===== config.mk =====
export PLATFORM = sky130hd
export DESIGN_NAME = temp_convert_scheduler
export DESIGN_NICKNAME = d
export VERILOG_FILES = /design/src/rtl/temp_convert_scheduler_pkg.sv /design/src/rtl/temp_convert_scheduler_rr_arbiter.sv /design/src/rtl/temp_convert_scheduler.sv
export SDC_FILE = /design/constraint.sdc
export NUM_CORES = 1
export LEC_CHECK = 0
export ABC_CLOCK_PERIOD_IN_PS = 4600
export CORE_ASPECT_RATIO = 1.2
export CORE_MARGIN = 2
export CORE_UTILIZATION = 55
export CTS_BUF_LIST = sky130_fd_sc_hd__clkbuf_8
export DETAILED_ROUTE_END_ITERATION = 12
export GPL_TIMING_DRIVEN = 0
export PLACE_DENSITY_LB_ADDON = 0.15
export SETUP_SLACK_MARGIN = 0.3
export SLEW_MARGIN = 5
export SYNTH_ARGS = -nofsm -noshare
export SYNTH_HDL_FRONTEND = slang
export SYNTH_SLANG_ARGS = --single-unit

===== constraint.sdc =====
create_clock -name clk -period 4.6 [get_ports clk]
set_clock_uncertainty 0.05 [all_clocks]
set_input_delay 0.46 -clock clk [delete_from_list [all_inputs] [get_ports clk]]
set_output_delay 0.46 -clock clk [all_outputs]
set_load 0.02 [all_outputs]

===== src/rtl/temp_convert_scheduler_pkg.sv =====
// Shared constants for the DS18B20 conversion scheduler: FSM encodings,
// default sizing and raw-word field positions.
package temp_convert_scheduler_pkg;

  localparam int N_SENS_DEF        = 4;
  localparam int IDX_W_DEF         = 2;
  localparam int TIMEOUT_TICKS_DEF = 255;

  localparam int WORD_W       = 16;
  localparam int RAW_SIGN_BIT = 11;

  localparam logic [2:0] ST_INIT  = 3'd0;
  localparam logic [2:0] ST_IDLE  = 3'd1;
  localparam logic [2:0] ST_GRANT = 3'd2;
  localparam logic [2:0] ST_LOAD  = 3'd3;
  localparam logic [2:0] ST_WAIT  = 3'd4;
  localparam logic [2:0] ST_STORE = 3'd5;

endpackage


===== src/rtl/temp_convert_scheduler_rr_arbiter.sv =====
// Combinational round-robin pick: first asserted request at or after ptr,
// wrapping from N_SENS-1 back to 0.
module temp_convert_scheduler_rr_arbiter #(
  parameter int N_SENS = 4,
  parameter int IDX_W  = 2
) (
  input  logic [N_SENS-1:0] req,
  input  logic [IDX_W-1:0]  ptr,
  output logic [IDX_W-1:0]  grant_idx,
  output logic              grant_any
);

  logic [IDX_W:0]   sum  [N_SENS];
  logic [IDX_W-1:0] cand [N_SENS];

  genvar gi;
  generate
    for (gi = 0; gi < N_SENS; gi++) begin : g_cand
      assign sum[gi]  = {1'b0, ptr} + (IDX_W+1)'(gi);
      assign cand[gi] = (sum[gi] >= (IDX_W+1)'(N_SENS)) ?
                        IDX_W'(sum[gi] - (IDX_W+1)'(N_SENS)) : sum[gi][IDX_W-1:0];
    end
  endgenerate

  // Scan farthest offset first so the nearest pending index wins.
  always_comb begin
    grant_idx = '0;
    for (int k = N_SENS - 1; k >= 0; k--) begin
      if (req[cand[k]]) grant_idx = cand[k];
    end
  end

  assign grant_any = |req;

endmodule


===== src/rtl/temp_convert_scheduler.sv =====
// Shares one bin_to_dec converter among N_SENS DS18B20 channels: per-sensor
// capture slots, round-robin grant, F1M-paced converter handshake with timeout.
module temp_convert_scheduler
  import temp_convert_scheduler_pkg::*;
#(
  parameter int N_SENS        = N_SENS_DEF,
  parameter int IDX_W         = IDX_W_DEF,
  parameter int TIMEOUT_TICKS = TIMEOUT_TICKS_DEF
) (
  input  logic                     clk,
  input  logic                     rst,
  input  logic                     F1M,
  input  logic [N_SENS-1:0]        req_valid,
  input  logic [WORD_W*N_SENS-1:0] req_bin,
  output logic                     conv_en,
  output logic [WORD_W-1:0]        conv_bin,
  input  logic                     conv_done,
  input  logic [WORD_W-1:0]        conv_dec,
  output logic                     res_valid,
  output logic [IDX_W-1:0]         res_idx,
  output logic [WORD_W-1:0]        res_dec,
  output logic                     res_neg,
  output logic [N_SENS-1:0]        ovr,
  output logic                     err_to,
  output logic                     busy
);

  localparam int CNT_W = $clog2(TIMEOUT_TICKS + 1);

  logic [2:0]        state_reg;
  logic [CNT_W-1:0]  tick_cnt_reg;
  logic [IDX_W-1:0]  ptr_reg;
  logic [IDX_W-1:0]  idx_reg;
  logic              sign_reg;
  logic [WORD_W-1:0] slot_word [N_SENS];
  logic [N_SENS-1:0] pending;
  logic [N_SENS-1:0] grant_clear;
  logic [IDX_W-1:0]  grant_idx;
  logic              grant_any;
  logic              grant_fire;

  temp_convert_scheduler_rr_arbiter #(
    .N_SENS (N_SENS),
    .IDX_W  (IDX_W)
  ) u_arb (
    .req       (pending),
    .ptr       (ptr_reg),
    .grant_idx (grant_idx),
    .grant_any (grant_any)
  );

  assign grant_fire = (state_reg == ST_GRANT) && F1M && grant_any;

  // A fresh capture beats a same-clk grant clear: the new word stays queued.
  genvar gi;
  generate
    for (gi = 0; gi < N_SENS; gi++) begin : g_slot
      logic [WORD_W-1:0] word_reg;
      logic              pend_reg;
      logic              ovr_reg;

      assign grant_clear[gi] = grant_fire && (grant_idx == IDX_W'(gi));

      always_ff @(posedge clk) begin
        if (rst) begin
          word_reg <= '0;
          pend_reg <= 1'b0;
          ovr_reg  <= 1'b0;
        end else begin
          ovr_reg <= req_valid[gi] && pend_reg && !grant_clear[gi];
          if (req_valid[gi]) begin
            word_reg <= req_bin[WORD_W*gi +: WORD_W];
            pend_reg <= 1'b1;
          end else if (grant_clear[gi]) begin
            pend_reg <= 1'b0;
          end
        end
      end

      assign slot_word[gi] = word_reg;
      assign pending[gi]   = pend_reg;
      assign ovr[gi]       = ovr_reg;
    end
  endgenerate

  always_ff @(posedge clk) begin
    if (rst) begin
      state_reg    <= ST_INIT;
      tick_cnt_reg <= '0;
      ptr_reg      <= '0;
      idx_reg      <= '0;
      sign_reg     <= 1'b0;
      conv_bin     <= '0;
      res_valid    <= 1'b0;
      res_idx      <= '0;
      res_dec      <= '0;
      res_neg      <= 1'b0;
      err_to       <= 1'b0;
    end else begin
      res_valid <= 1'b0;
      err_to    <= 1'b0;
      case (state_reg)
        // The converter has no reset: let any conversion in flight drain out.
        ST_INIT: if (F1M) begin
          if (tick_cnt_reg == CNT_W'(TIMEOUT_TICKS - 1)) begin
            tick_cnt_reg <= '0;
            state_reg    <= ST_IDLE;
          end else begin
            tick_cnt_reg <= tick_cnt_reg + 1'b1;
          end
        end
        ST_IDLE: if (F1M && (|pending)) state_reg <= ST_GRANT;
        ST_GRANT: if (F1M) begin
          if (grant_any) begin
            conv_bin  <= slot_word[grant_idx];
            sign_reg  <= slot_word[grant_idx][RAW_SIGN_BIT];
            idx_reg   <= grant_idx;
            ptr_reg   <= (grant_idx == IDX_W'(N_SENS - 1)) ? '0 : grant_idx + 1'b1;
            state_reg <= ST_LOAD;
          end else begin
            state_reg <= ST_IDLE;
          end
        end
        ST_LOAD: if (F1M) begin
          tick_cnt_reg <= '0;
          state_reg    <= ST_WAIT;
        end
        ST_WAIT: if (F1M) begin
          if (conv_done) begin
            state_reg <= ST_STORE;
          end else if (tick_cnt_reg == CNT_W'(TIMEOUT_TICKS - 1)) begin
            err_to    <= 1'b1;
            res_idx   <= idx_reg;
            state_reg <= ST_IDLE;
          end else begin
            tick_cnt_reg <= tick_cnt_reg + 1'b1;
          end
        end
        ST_STORE: begin
          res_valid <= 1'b1;
          res_dec   <= conv_dec;
          res_neg   <= sign_reg;
          res_idx   <= idx_reg;
          state_reg <= ST_IDLE;
        end
        default: state_reg <= ST_INIT;
      endcase
    end
  end

  assign conv_en = (state_reg == ST_LOAD) && !rst;
  assign busy    = (state_reg != ST_IDLE) && !rst;

endmodule


==> metrics <==
initial antenna violation count=0; sequential area share after synthesis=47.88%; TritonCTS buffer count=17; initial core utilization=56.80%; most frequent cell after synthesis=dfxtp_1; CTS Hold Bufs=0; hold path cells=3; vias in the first global route=4,611; Antenna Violating Nets Remaining=0; final hold slack=0.3572 ns; die extent in x=92.64 µm; minimum clock period=3.190 ns; top cells by count, synth=dfxtp_1 (124), nor2_1 (92), mux2i_1 (89); max incr delay on CP=0.61 ns; # setup viols final=0; Crit path depth=5; post-CTS sizing=0; leakage=2.797 nW; RSZ-0062 raised after global routing=no; hold endpoint=state_reg[2]; CTS tree=yes; total die area=10,220 µm²; synth top area cells=dfxtp_1 (48%), mux2i_1 (17%), nor2_1 (6.7%), nand2_1 (3.5%), a21oi_1 (3.0%); net count after synthesis=635; layout cells sized above 1=9.169%; CTS sink count=124; Area Growth Syn to Fin=35.45%; critical path required time=4.09 ns; Crit path max-delay family=buffers and inverters; Top FF cell, synth=dfxtp_1; hold crit path type=input pin to flip-flop; RD Place Congestion=0.8434; hold_sp=F1M; Netlist Area Pre-Place=5185 µm²; DRC viols=0; worst skew pair latency=0.44 ns; ant diodes=0; largest net degree at the start of global routing=17; Syn Area/Cell=9.584 µm²; Post-synth EDFFs=0; critical path peak fanout=10; Post-Route WL=14,030 µm; Pwr per Cell Area=346.1 nW/µm²; Yosys top cell area share=47.88%; core area=9129 µm²; Cell Chain, Critical Path=clkdlybuf4s50_1, clkbuf_1, clkbuf_1, a21oi_1, clkdlybuf4s50_1; cell count after synthesis=541; Worst-path clk slew=0.07 ns; clk buf depth=2; status=finished clean; Syn. warnings=0; Detail Placement HPWL=9769 µm; GRT Overall Usage=28.12%; # Max-Cap Violations=0; Crit Path Category=input pin to primary output; Slew @ Worst Pin=0.8586 ns; period utilization=69.36%; nets=779; max-slew violation count=0; Yosys reg bits=124; Synth async-reset ratio=0%; WP buf/inv=4; Largest register FFs=64; VDD IR-drop max=0.2278 mV; vias=4,508; drt pass-1 iters=5; Core Rows=38; worst relative slew slack=42.76%; post-CTS setup buffer count=0; Synth cell types=50; IO Port Bufs=125; CTS H-tree lvls=4; DR iter-0 viols=295; cell taking the most area after synthesis=dfxtp_1; first-pass GRT wire length=22,130 µm; RR Endpoint=ptr_reg[1]; Peak Freq=0.3134 GHz; R2R depth=9; DR vias/cell=5.511; Die Y=110.4 µm; WL/cell=17.15 µm; Root Buffer Master=clkbuf_8; I/O pin count=131; worst r2r src=g_slot[0].pend_reg; crit end category=primary output; gr ovfl total=0; final hold vios=0; Register-to-Register Setup Slack=2.46 ns; total negative setup slack=0 ns; highest-delay cell along the critical path=clkdlybuf4s50_1; Critical Path Source Type=input pin; CP Data Arrival Time=2.68 ns
[how the worst max path moves through the flow]
stage | from | endpoint
CTS | rst | busy
finish | rst | busy
floorplan | g_slot[0].pend_reg | ptr_reg[1]
detailed placement | rst | busy
global placement | rst | busy
global route | rst | busy
[where the power goes]
part	total [mW]	switching, mW	internal (mW)
logic	0.263	0.123	0.140
clock network	1.03	0.448	0.584
registers	1.14	0.0244	1.11
[through the flow]
stage                     power [mW]  area (µm²)  setup WS, ns  util (%)  std cells
after floorplan                1.294        5185         2.802         -        541
after global placement         1.410        6586         1.441     72.15        786
after detailed placement       1.419        6586         1.417     72.15        786
after CTS                      2.435        7023         1.400     76.93        818
after global routing           2.516        7023         1.282     76.93        818
final                          2.431        7023         1.410     76.93        818
[cells in the final DEF, fill, tap and decap left out, types with 2 or more instances in the layout]
cell,synthesis,final
clkinvlp_4,0,3
buf_1,5,5
a2111oi_0,6,6
buf_2,11,11
dfxtp_1,124,124
a211oi_1,2,2
inv_1,4,4
a31oi_1,4,4
clkbuf_8,0,20
nor2b_1,3,3
nor3b_1,3,3
nand3b_1,9,9
clkinv_4,0,3
xnor2_1,6,6
ha_1,6,6
clkbuf_1,17,17
or3b_1,2,2
a21oi_1,31,31
o221ai_1,9,9
inv_2,2,2
a2111oi_1,4,4
nor2_1,92,92
inv_6,0,2
buf_4,7,7
and2_1,6,6
nor4_1,3,3
nor3_1,4,4
nand2_1,49,49
nand3_1,9,9
bufinv_16,0,3
mux2_1,3,3
mux2_2,3,3
and4b_1,4,4
o21ai_0,3,3
o21a_1,2,2
clkdlybuf4s50_1,0,125
mux2i_1,89,89
[layout make-up]
| type | instances | area, µm² |
|---|---|---|
| clock inverters | 12 | 161.4 |
| plain buffers | 41 | 210.2 |
| well taps | 120 | 150.1 |
| clock buffers | 20 | 275.3 |
| repair buffers | 125 | 1251 |
| inverters | 6 | 22.52 |
| flip-flops and latches | 124 | 2482 |
| multi-input cells | 370 | 2470 |
| fillers | 644 | 2106 |
[cells by family (layout without fill, tap and decap cells)]
group           after synthesis  after routing  share of synthesized area, %
mux                          95             95                         18.48
xor+xnor                      6              6                         1.014
buf+inv                      47            204                         4.488
compound gates               70             70                         9.460
flops                       124            124                         47.88
simple gates                193            193                         17.23
fa+ha+maj                     6              6                         1.448
[metal layers]
| layer | routed length, µm | up-vias | track usage (%) |
|---|---|---|---|
| li1 | - | 2171 | - |
| met5 | 0 | - | 0 |
| met4 | 297 | 0 | 14.29 |
| met2 | 7131 | 194 | 49.95 |
| met3 | 815 | 29 | 5.846 |
| met1 | 5784 | 2114 | 32.20 |
[tightest hold or removal path, cell delays in order]
cell and delay [ns]:
buf_2 0.17, a21oi_1 0.09, nor2_1 0.07
No activity file was read; power rests on OpenSTA's default activity.
